**src/rtl/tmds_channel_decoder.sv**
```systemverilog
// tmds_channel_decoder: per-channel TMDS receive decoder with word alignment.
// Hunts for control tokens by pulsing bitslip, then decodes video and control.
// Ports:
//   clk_pixel   in   pixel clock, rising edge
//   rst_n       in   async active-low reset
//   tmds_word   in   10-bit deserialized word, bit 0 first on the wire
//   bitslip     out  1-cycle request to shift the deserializer by one bit
//   locked      out  alignment achieved, decoded outputs valid
//   de          out  1 = video byte on data_out, 0 = control period
//   data_out    out  decoded video byte
//   ctrl        out  {c1,c0} of the last control token
//   slip_count  out  bitslips since last lock attempt, wraps 9->0
`timescale 1ns/1ps
module tmds_channel_decoder #(
  parameter int SEARCH_WINDOW = 4096,
  parameter int SLIP_SETTLE   = 8,
  parameter int LOCK_COUNT    = 16,
  parameter int LOSS_WINDOW   = 4096
) (
  input  logic       clk_pixel,
  input  logic       rst_n,
  input  logic [9:0] tmds_word,
  output logic       bitslip,
  output logic       locked,
  output logic       de,
  output logic [7:0] data_out,
  output logic [1:0] ctrl,
  output logic [3:0] slip_count
);

  localparam int MAXW = (SEARCH_WINDOW > LOSS_WINDOW) ?
                        SEARCH_WINDOW : LOSS_WINDOW;
  localparam int CW   = $clog2(MAXW);
  localparam int RW   = $clog2(LOCK_COUNT + 1);
  localparam int SCW  = (SLIP_SETTLE > 1) ? $clog2(SLIP_SETTLE) : 1;

  localparam logic [CW-1:0]  SW_LAST  = CW'(SEARCH_WINDOW - 1);
  localparam logic [CW-1:0]  LW_LAST  = CW'(LOSS_WINDOW - 1);
  localparam logic [CW-1:0]  CNT_ONE  = CW'(1);
  localparam logic [RW-1:0]  RUN_LAST = RW'(LOCK_COUNT - 1);
  localparam logic [RW-1:0]  RUN_ONE  = RW'(1);
  localparam logic [SCW-1:0] SET_LAST = SCW'(SLIP_SETTLE - 1);
  localparam logic [SCW-1:0] SET_ONE  = SCW'(1);

  typedef enum logic [1:0] {
    ST_SEARCH,
    ST_SLIP_WAIT,
    ST_VERIFY,
    ST_LOCKED
  } state_t;

  state_t         r_state;
  logic [CW-1:0]  r_win;
  logic [CW-1:0]  r_wd;
  logic [RW-1:0]  r_run;
  logic [SCW-1:0] r_settle;
  logic [3:0]     r_slip_cnt;
  logic           r_bitslip;

  logic [9:0]     r_s1_word;
  logic           r_s1_tok;
  logic [1:0]     r_s1_ctl;

  logic           r_locked;
  logic           r_de;
  logic [7:0]     r_data;
  logic [1:0]     r_ctrl;

  logic           w_tok;
  logic [1:0]     w_tok_val;
  logic [7:0]     w_q;
  logic [7:0]     w_dec;
  logic           w_go_lock;
  logic           w_drop;
  logic           w_lock_nxt;

  // Control token recognition on the raw input word.
  always_comb begin
    w_tok     = 1'b1;
    w_tok_val = 2'b00;
    unique case (tmds_word)
      10'b1101010100: w_tok_val = 2'b00;
      10'b0010101011: w_tok_val = 2'b01;
      10'b0101010100: w_tok_val = 2'b10;
      10'b1010101011: w_tok_val = 2'b11;
      default:        w_tok     = 1'b0;
    endcase
  end

  // Stage 1: word plus token flag/value.
  always_ff @(posedge clk_pixel or negedge rst_n) begin
    if (!rst_n) begin
      r_s1_word <= '0;
      r_s1_tok  <= 1'b0;
      r_s1_ctl  <= 2'b00;
    end else begin
      r_s1_word <= tmds_word;
      r_s1_tok  <= w_tok;
      r_s1_ctl  <= w_tok_val;
    end
  end

  // TMDS video decode: undo the optional inversion, then the XOR/XNOR chain.
  assign w_q = r_s1_word[9] ? ~r_s1_word[7:0] : r_s1_word[7:0];

  always_comb begin
    w_dec    = '0;
    w_dec[0] = w_q[0];
    for (int i = 1; i < 8; i++) begin
      w_dec[i] = r_s1_word[8] ? (w_q[i] ^ w_q[i-1])
                              : ~(w_q[i] ^ w_q[i-1]);
    end
  end

  // Lock transitions, shared with stage 2 so outputs switch with locked.
  assign w_go_lock  = (r_state == ST_VERIFY) && r_s1_tok &&
                      (r_run == RUN_LAST);
  assign w_drop     = (r_state == ST_LOCKED) && !r_s1_tok &&
                      (r_wd == LW_LAST);
  assign w_lock_nxt = w_go_lock || (r_locked && !w_drop);

  // Alignment FSM, acting on the stage-1 token flag.
  always_ff @(posedge clk_pixel or negedge rst_n) begin
    if (!rst_n) begin
      r_state    <= ST_SEARCH;
      r_win      <= '0;
      r_wd       <= '0;
      r_run      <= '0;
      r_settle   <= '0;
      r_slip_cnt <= 4'd0;
      r_bitslip  <= 1'b0;
    end else begin
      r_bitslip <= 1'b0;
      case (r_state)
        ST_SEARCH: begin
          if (r_s1_tok) begin
            r_win   <= '0;
            r_run   <= RUN_ONE;
            r_state <= ST_VERIFY;
          end else if (r_win == SW_LAST) begin
            r_bitslip  <= 1'b1;
            r_slip_cnt <= (r_slip_cnt == 4'd9) ? 4'd0
                                               : r_slip_cnt + 4'd1;
            r_settle   <= '0;
            r_win      <= '0;
            r_state    <= ST_SLIP_WAIT;
          end else begin
            r_win <= r_win + CNT_ONE;
          end
        end
        ST_SLIP_WAIT: begin
          if (r_settle == SET_LAST) begin
            r_win   <= '0;
            r_state <= ST_SEARCH;
          end else begin
            r_settle <= r_settle + SET_ONE;
          end
        end
        ST_VERIFY: begin
          if (r_s1_tok) begin
            r_run <= r_run + RUN_ONE;
            if (r_run == RUN_LAST) begin
              r_wd       <= '0;
              r_slip_cnt <= 4'd0;
              r_state    <= ST_LOCKED;
            end
          end else begin
            // Broken token run: restart the hunt without slipping.
            r_run   <= '0;
            r_win   <= '0;
            r_state <= ST_SEARCH;
          end
        end
        ST_LOCKED: begin
          if (r_s1_tok) begin
            r_wd <= '0;
          end else if (r_wd == LW_LAST) begin
            r_win   <= '0;
            r_run   <= '0;
            r_state <= ST_SEARCH;
          end else begin
            r_wd <= r_wd + CNT_ONE;
          end
        end
        default: r_state <= ST_SEARCH;
      endcase
    end
  end

  // Stage 2: decoded outputs, forced quiet whenever not locked.
  always_ff @(posedge clk_pixel or negedge rst_n) begin
    if (!rst_n) begin
      r_locked <= 1'b0;
      r_de     <= 1'b0;
      r_data   <= 8'h00;
      r_ctrl   <= 2'b00;
    end else begin
      r_locked <= w_lock_nxt;
      if (!w_lock_nxt) begin
        r_de   <= 1'b0;
        r_data <= 8'h00;
        r_ctrl <= 2'b00;
      end else if (r_s1_tok) begin
        r_de   <= 1'b0;
        r_data <= 8'h00;
        r_ctrl <= r_s1_ctl;
      end else begin
        r_de   <= 1'b1;
        r_data <= w_dec;
      end
    end
  end

  assign bitslip    = r_bitslip;
  assign locked     = r_locked;
  assign de         = r_de;
  assign data_out   = r_data;
  assign ctrl       = r_ctrl;
  assign slip_count = r_slip_cnt;

endmodule
```
**config.mk**
```make
export PLATFORM = sky130hd
export DESIGN_NAME = tmds_channel_decoder
export DESIGN_NICKNAME = d
export VERILOG_FILES = /design/src/rtl/tmds_channel_decoder.sv
export SDC_FILE = /design/constraint.sdc
export NUM_CORES = 1
export LEC_CHECK = 0
export ABC_AREA = 0
export ABC_CLOCK_PERIOD_IN_PS = 4700
export CAP_MARGIN = 40
export CORE_MARGIN = 3
export CORE_UTILIZATION = 55
export CTS_CLUSTER_DIAMETER = 100
export DETAILED_ROUTE_END_ITERATION = 8
export PLACE_DENSITY = 0.82
export SYNTH_ARGS = -nofsm -noshare
export SYNTH_HDL_FRONTEND = slang
export SYNTH_SLANG_ARGS = --single-unit
```
**constraint.sdc**
```tcl
create_clock -name clk_pixel -period 4.7 [get_ports clk_pixel]
set_input_delay 0.94 -clock clk_pixel [delete_from_list [all_inputs] [get_ports clk_pixel]]
set_output_delay 0.94 -clock clk_pixel [all_outputs]
set_load 0.03 [all_outputs]
```
==> reports/summary.log <==
[power] Sw Share 37.7%
[worst_setup_path] ordered list of cells on the worst path clkdlybuf4s50_1
[floorplan] Initial Util 58.0%
[global_routing] vias in the first global route 2475
[clock_network] hold buffer count at CTS 0
[sta] period utilization 52.0%
[floorplan] Cell Rows 27
[synth] Net Count, Synth 336
[power] cell-internal power 0.000987 W
[clock_network] buffers inserted by post-CTS timing repair 0
[clock_network] maximum clock path buffer count 2
[route] DRC violation count after routing 0
[worst_setup_path] Setup CP Type reg -> out
[clock_network] post_cts resized 0
[finish] area growth from synthesis to layout 14.1%
[global_routing] global-route congestion overflow total 0
[clock_network] CTS buffer count 9
[job] number of maximum-capacitance constraint violations 0
[worst_setup_path] Crit path buffers/inverters 1
[route] drt total wl 6610 µm
[worst_setup_path] nature of the critical path endpoint output port
[worst_setup_path] cells on worst reg2reg path 7
[floorplan] overall die area 6870 µm²
[floorplan] Boundary Pins 29
[power] power per standard cell area 427 nW/µm²
[synth] netlist area before placement 3250 µm²
[synth] Async SR Flop Fraction 100%
[route] wire per inst 15.8 µm
[sta] transition time at the pin with the least slew margin 0.668 ns
[worst_setup_path] highest net fanout along the worst path 6
[clock_network] Clock Sink Count 64
[clock_network] clock root buffer clkbuf_8
[global_routing] global-route wire length before repair 11700 µm
[synth] EDFF count, synth 0
[finish] n_diodes 0
[sta] Rel. slew slack 55.4%
[synth] number of distinct library cells after synthesis 58
[sta] setup repair after global routing missed its margin no
[finish] most used cells in the layout excluding fill and tap cells dfrtp_1 (64), nand2_1 (30), clkdlybuf4s50_1 (27)
[power] sequential cell fraction of total power 44.6%
[global_routing] number of antenna violations at the first check in global routing 0
[worst_setup_path] slowest stage delay, CP 0.71 ns
[floorplan] height of the die 82.9 µm
[sta] setup-violating endpoint count in the final report 0
[worst_setup_path] largest delay contributor family on the critical path buffers and inverters
[status] run status completed
[worst_setup_path] critical path launch point type flop
[power] maximum vdd drop 353 µV
[sta] achievable clock frequency 410 MHz
[clock_network] later-pin clock latency in the skew report 0.35 ns
[synth] post-synthesis cell count 316
[floorplan] Placeable Area 5610 µm²
[sta] post-route minimum period 2.44 ns
[synth] sequential cell area fraction in the yosys report 49.2%
[hold_path] worst hold path cell count 1
[worst_setup_path] Reg2Reg Setup Slack 2.57 ns
[sta] Sum Neg Setup Slack 0 ns
[power] Static Leak 1.64 nW
[sta] Final Max Tran Viols 0
[worst_setup_path] number of gates on the worst path with buffers counted 1
[worst_setup_path] Crit path required time 3.76 ns
[global_routing] total routing usage reported by global routing 21.0%
[worst_setup_path] arrival time at the worst endpoint 1.50 ns
[hold_path] class of the tightest hold or removal check reg -> reg
[floorplan] Die W 82.9 µm
[finish] share of layout cells above drive strength 1 8.09%
[route] initial drt markers 163
[sta] Worst Skew 0.00573 ns
[place] placed wire-length estimate after detailed placement 4630 µm
[worst_setup_path] Slowest-stage cell, CP clkdlybuf4s50_1
[sta] smallest hold slack 0.494 ns
[synth] most instantiated flip-flop cell in the synthesis netlist dfrtp_1
[clock_network] TritonCTS clock tree yes
[finish] most common library cell in the layout ignoring fill and taps dfrtp_1
[synth] Syn. warnings 0
[place] GP Congestion 0.812
[power] fraction of power consumed by the clock network 27.1%
[global_routing] pin count of the biggest net entering global routing 38
[route] antenna viol nets, final 0
[synth] mean post-synth cell area 10.3 µm²
[clock_network] Reg clk slew, reported paths 0.07 ns
[power] switching power 0.000598 W
[synth] Seq cells post-synth 64
[route] Via density 6.07
[finish] final-stage net count 361
[route] via total after detailed routing 2539
[route] detailed-routing iteration count for the pre-antenna-repair pass 4
[sta] Fin. Hold Viols 0
[power] relative contribution of combinational cells to total power 28.2%
[clock_network] total number of H-tree levels 3
[place] port buffer count 28
[power] final total power 0.00159 W
## cells by family (layout without fill, tap and decap cells)
family	count (synthesis)	in the layout	share of synthesized area [%]
AOI/OAI and AO/OA	75	75	16.5
xor gates and xnor gates	14	14	3.77
adders and majority gates	8	8	3.08
buffers and inverters	28	58	4.54
DFF	64	64	49.2
muxes	7	7	2.15
and+or+nand+nor	120	120	20.7
## registers in the layout, summed over array words and instances (netlist names)
signal and cells:
r_wd 12, r_win 12, r_s1_word 10, data_out 8, r_run 5, slip_count 4
r_settle 3, ctrl 2, r_s1_ctl 2, r_state 2, bitslip 1, de 1
locked 1, r_s1_tok 1
## cell usage after synthesis (all sizes together), types with 2 or more instances
master	instances	area share, %
xnor2	13	3.5
or3	2	0.38
o22a	2	0.54
a221o	4	1.2
nand4b	2	0.54
clkbuf	3	0.35
and3b	2	0.54
buf	13	2.8
a21o	4	0.92
ha	8	3.1
dfrtp	64	49
nand2	30	3.5
nand2b	3	0.58
a31oi	7	1.3
or2	3	0.58
o21ai	17	2.6
and3	8	1.8
o22ai	3	0.58
nor2b	5	0.96
mux2i	7	2.2
and4	8	2.2
nor2	20	2.3
a22o	4	1.1
o211ai	4	0.92
nand3	15	2.3
inv	12	1.4
and2	6	1.2
o21a	2	0.46
nand4	8	2.0
nor3	2	0.31
o41ai	2	0.54
a21oi	13	2.0
o31ai	3	0.69
a311oi	2	0.54
nor4bb	2	0.62
## per-stage QoR
step / instances / util (%) / cell area [µm²] / worst slack, ns
2_1_floorplan: 316 / - / 3250 / 2.85
3_3_place_gp: 402 / 62.9 / 3530 / 2.61
3_5_place_dp: 402 / 62.9 / 3530 / 2.50
4_1_cts: 418 / 66.2 / 3710 / 2.25
5_1_grt: 418 / 66.2 / 3710 / 2.19
6_report: 418 / 66.2 / 3710 / 2.26
## power groups by stage
stage | clock network [W] | logic (W) | registers [W]
2_1_floorplan | 0 | 0.000316 | 0.000699
3_5_place_dp | 0 | 0.000441 | 0.000717
6_report | 0.000430 | 0.000447 | 0.000708
5_1_grt | 0.000468 | 0.000496 | 0.000724
4_1_cts | 0.000438 | 0.000445 | 0.000705
3_3_place_gp | 0 | 0.000423 | 0.000713
## area by class of cell
type | instances | area [µm²]
inverter | 12 | 45.0
tap | 72 | 90.1
timing repair buffer | 30 | 290
multi-input combinational | 224 | 1500
fill | 447 | 1900
sequential | 64 | 1600
clock inverter | 7 | 56.3
clock buffer | 9 | 124
## final timing paths
path,startpoint,endpoint
worst max-delay path,slip_count[0],slip_count[0]
min in group asynchronous,rst_n,r_settle[2]
worst max register to register,r_run[0],slip_count[3]
max in group asynchronous,rst_n,r_wd[11]
worst min register to register,r_run[4],r_run[4]
worst min-delay path,r_run[4],r_run[4]
## per-layer routing
layer | GRT usage, % | vias to the layer above | part of all wire [%]
met3 | 4.86 | 12 | 4.9
met2 | 30.6 | 76 | 46
met1 | 30.3 | 1239 | 47
li1 | - | 1212 | -
met5 | 0 | - | 0
met4 | 8.02 | 0 | 1.7
Power figures use the tool's default switching activity.
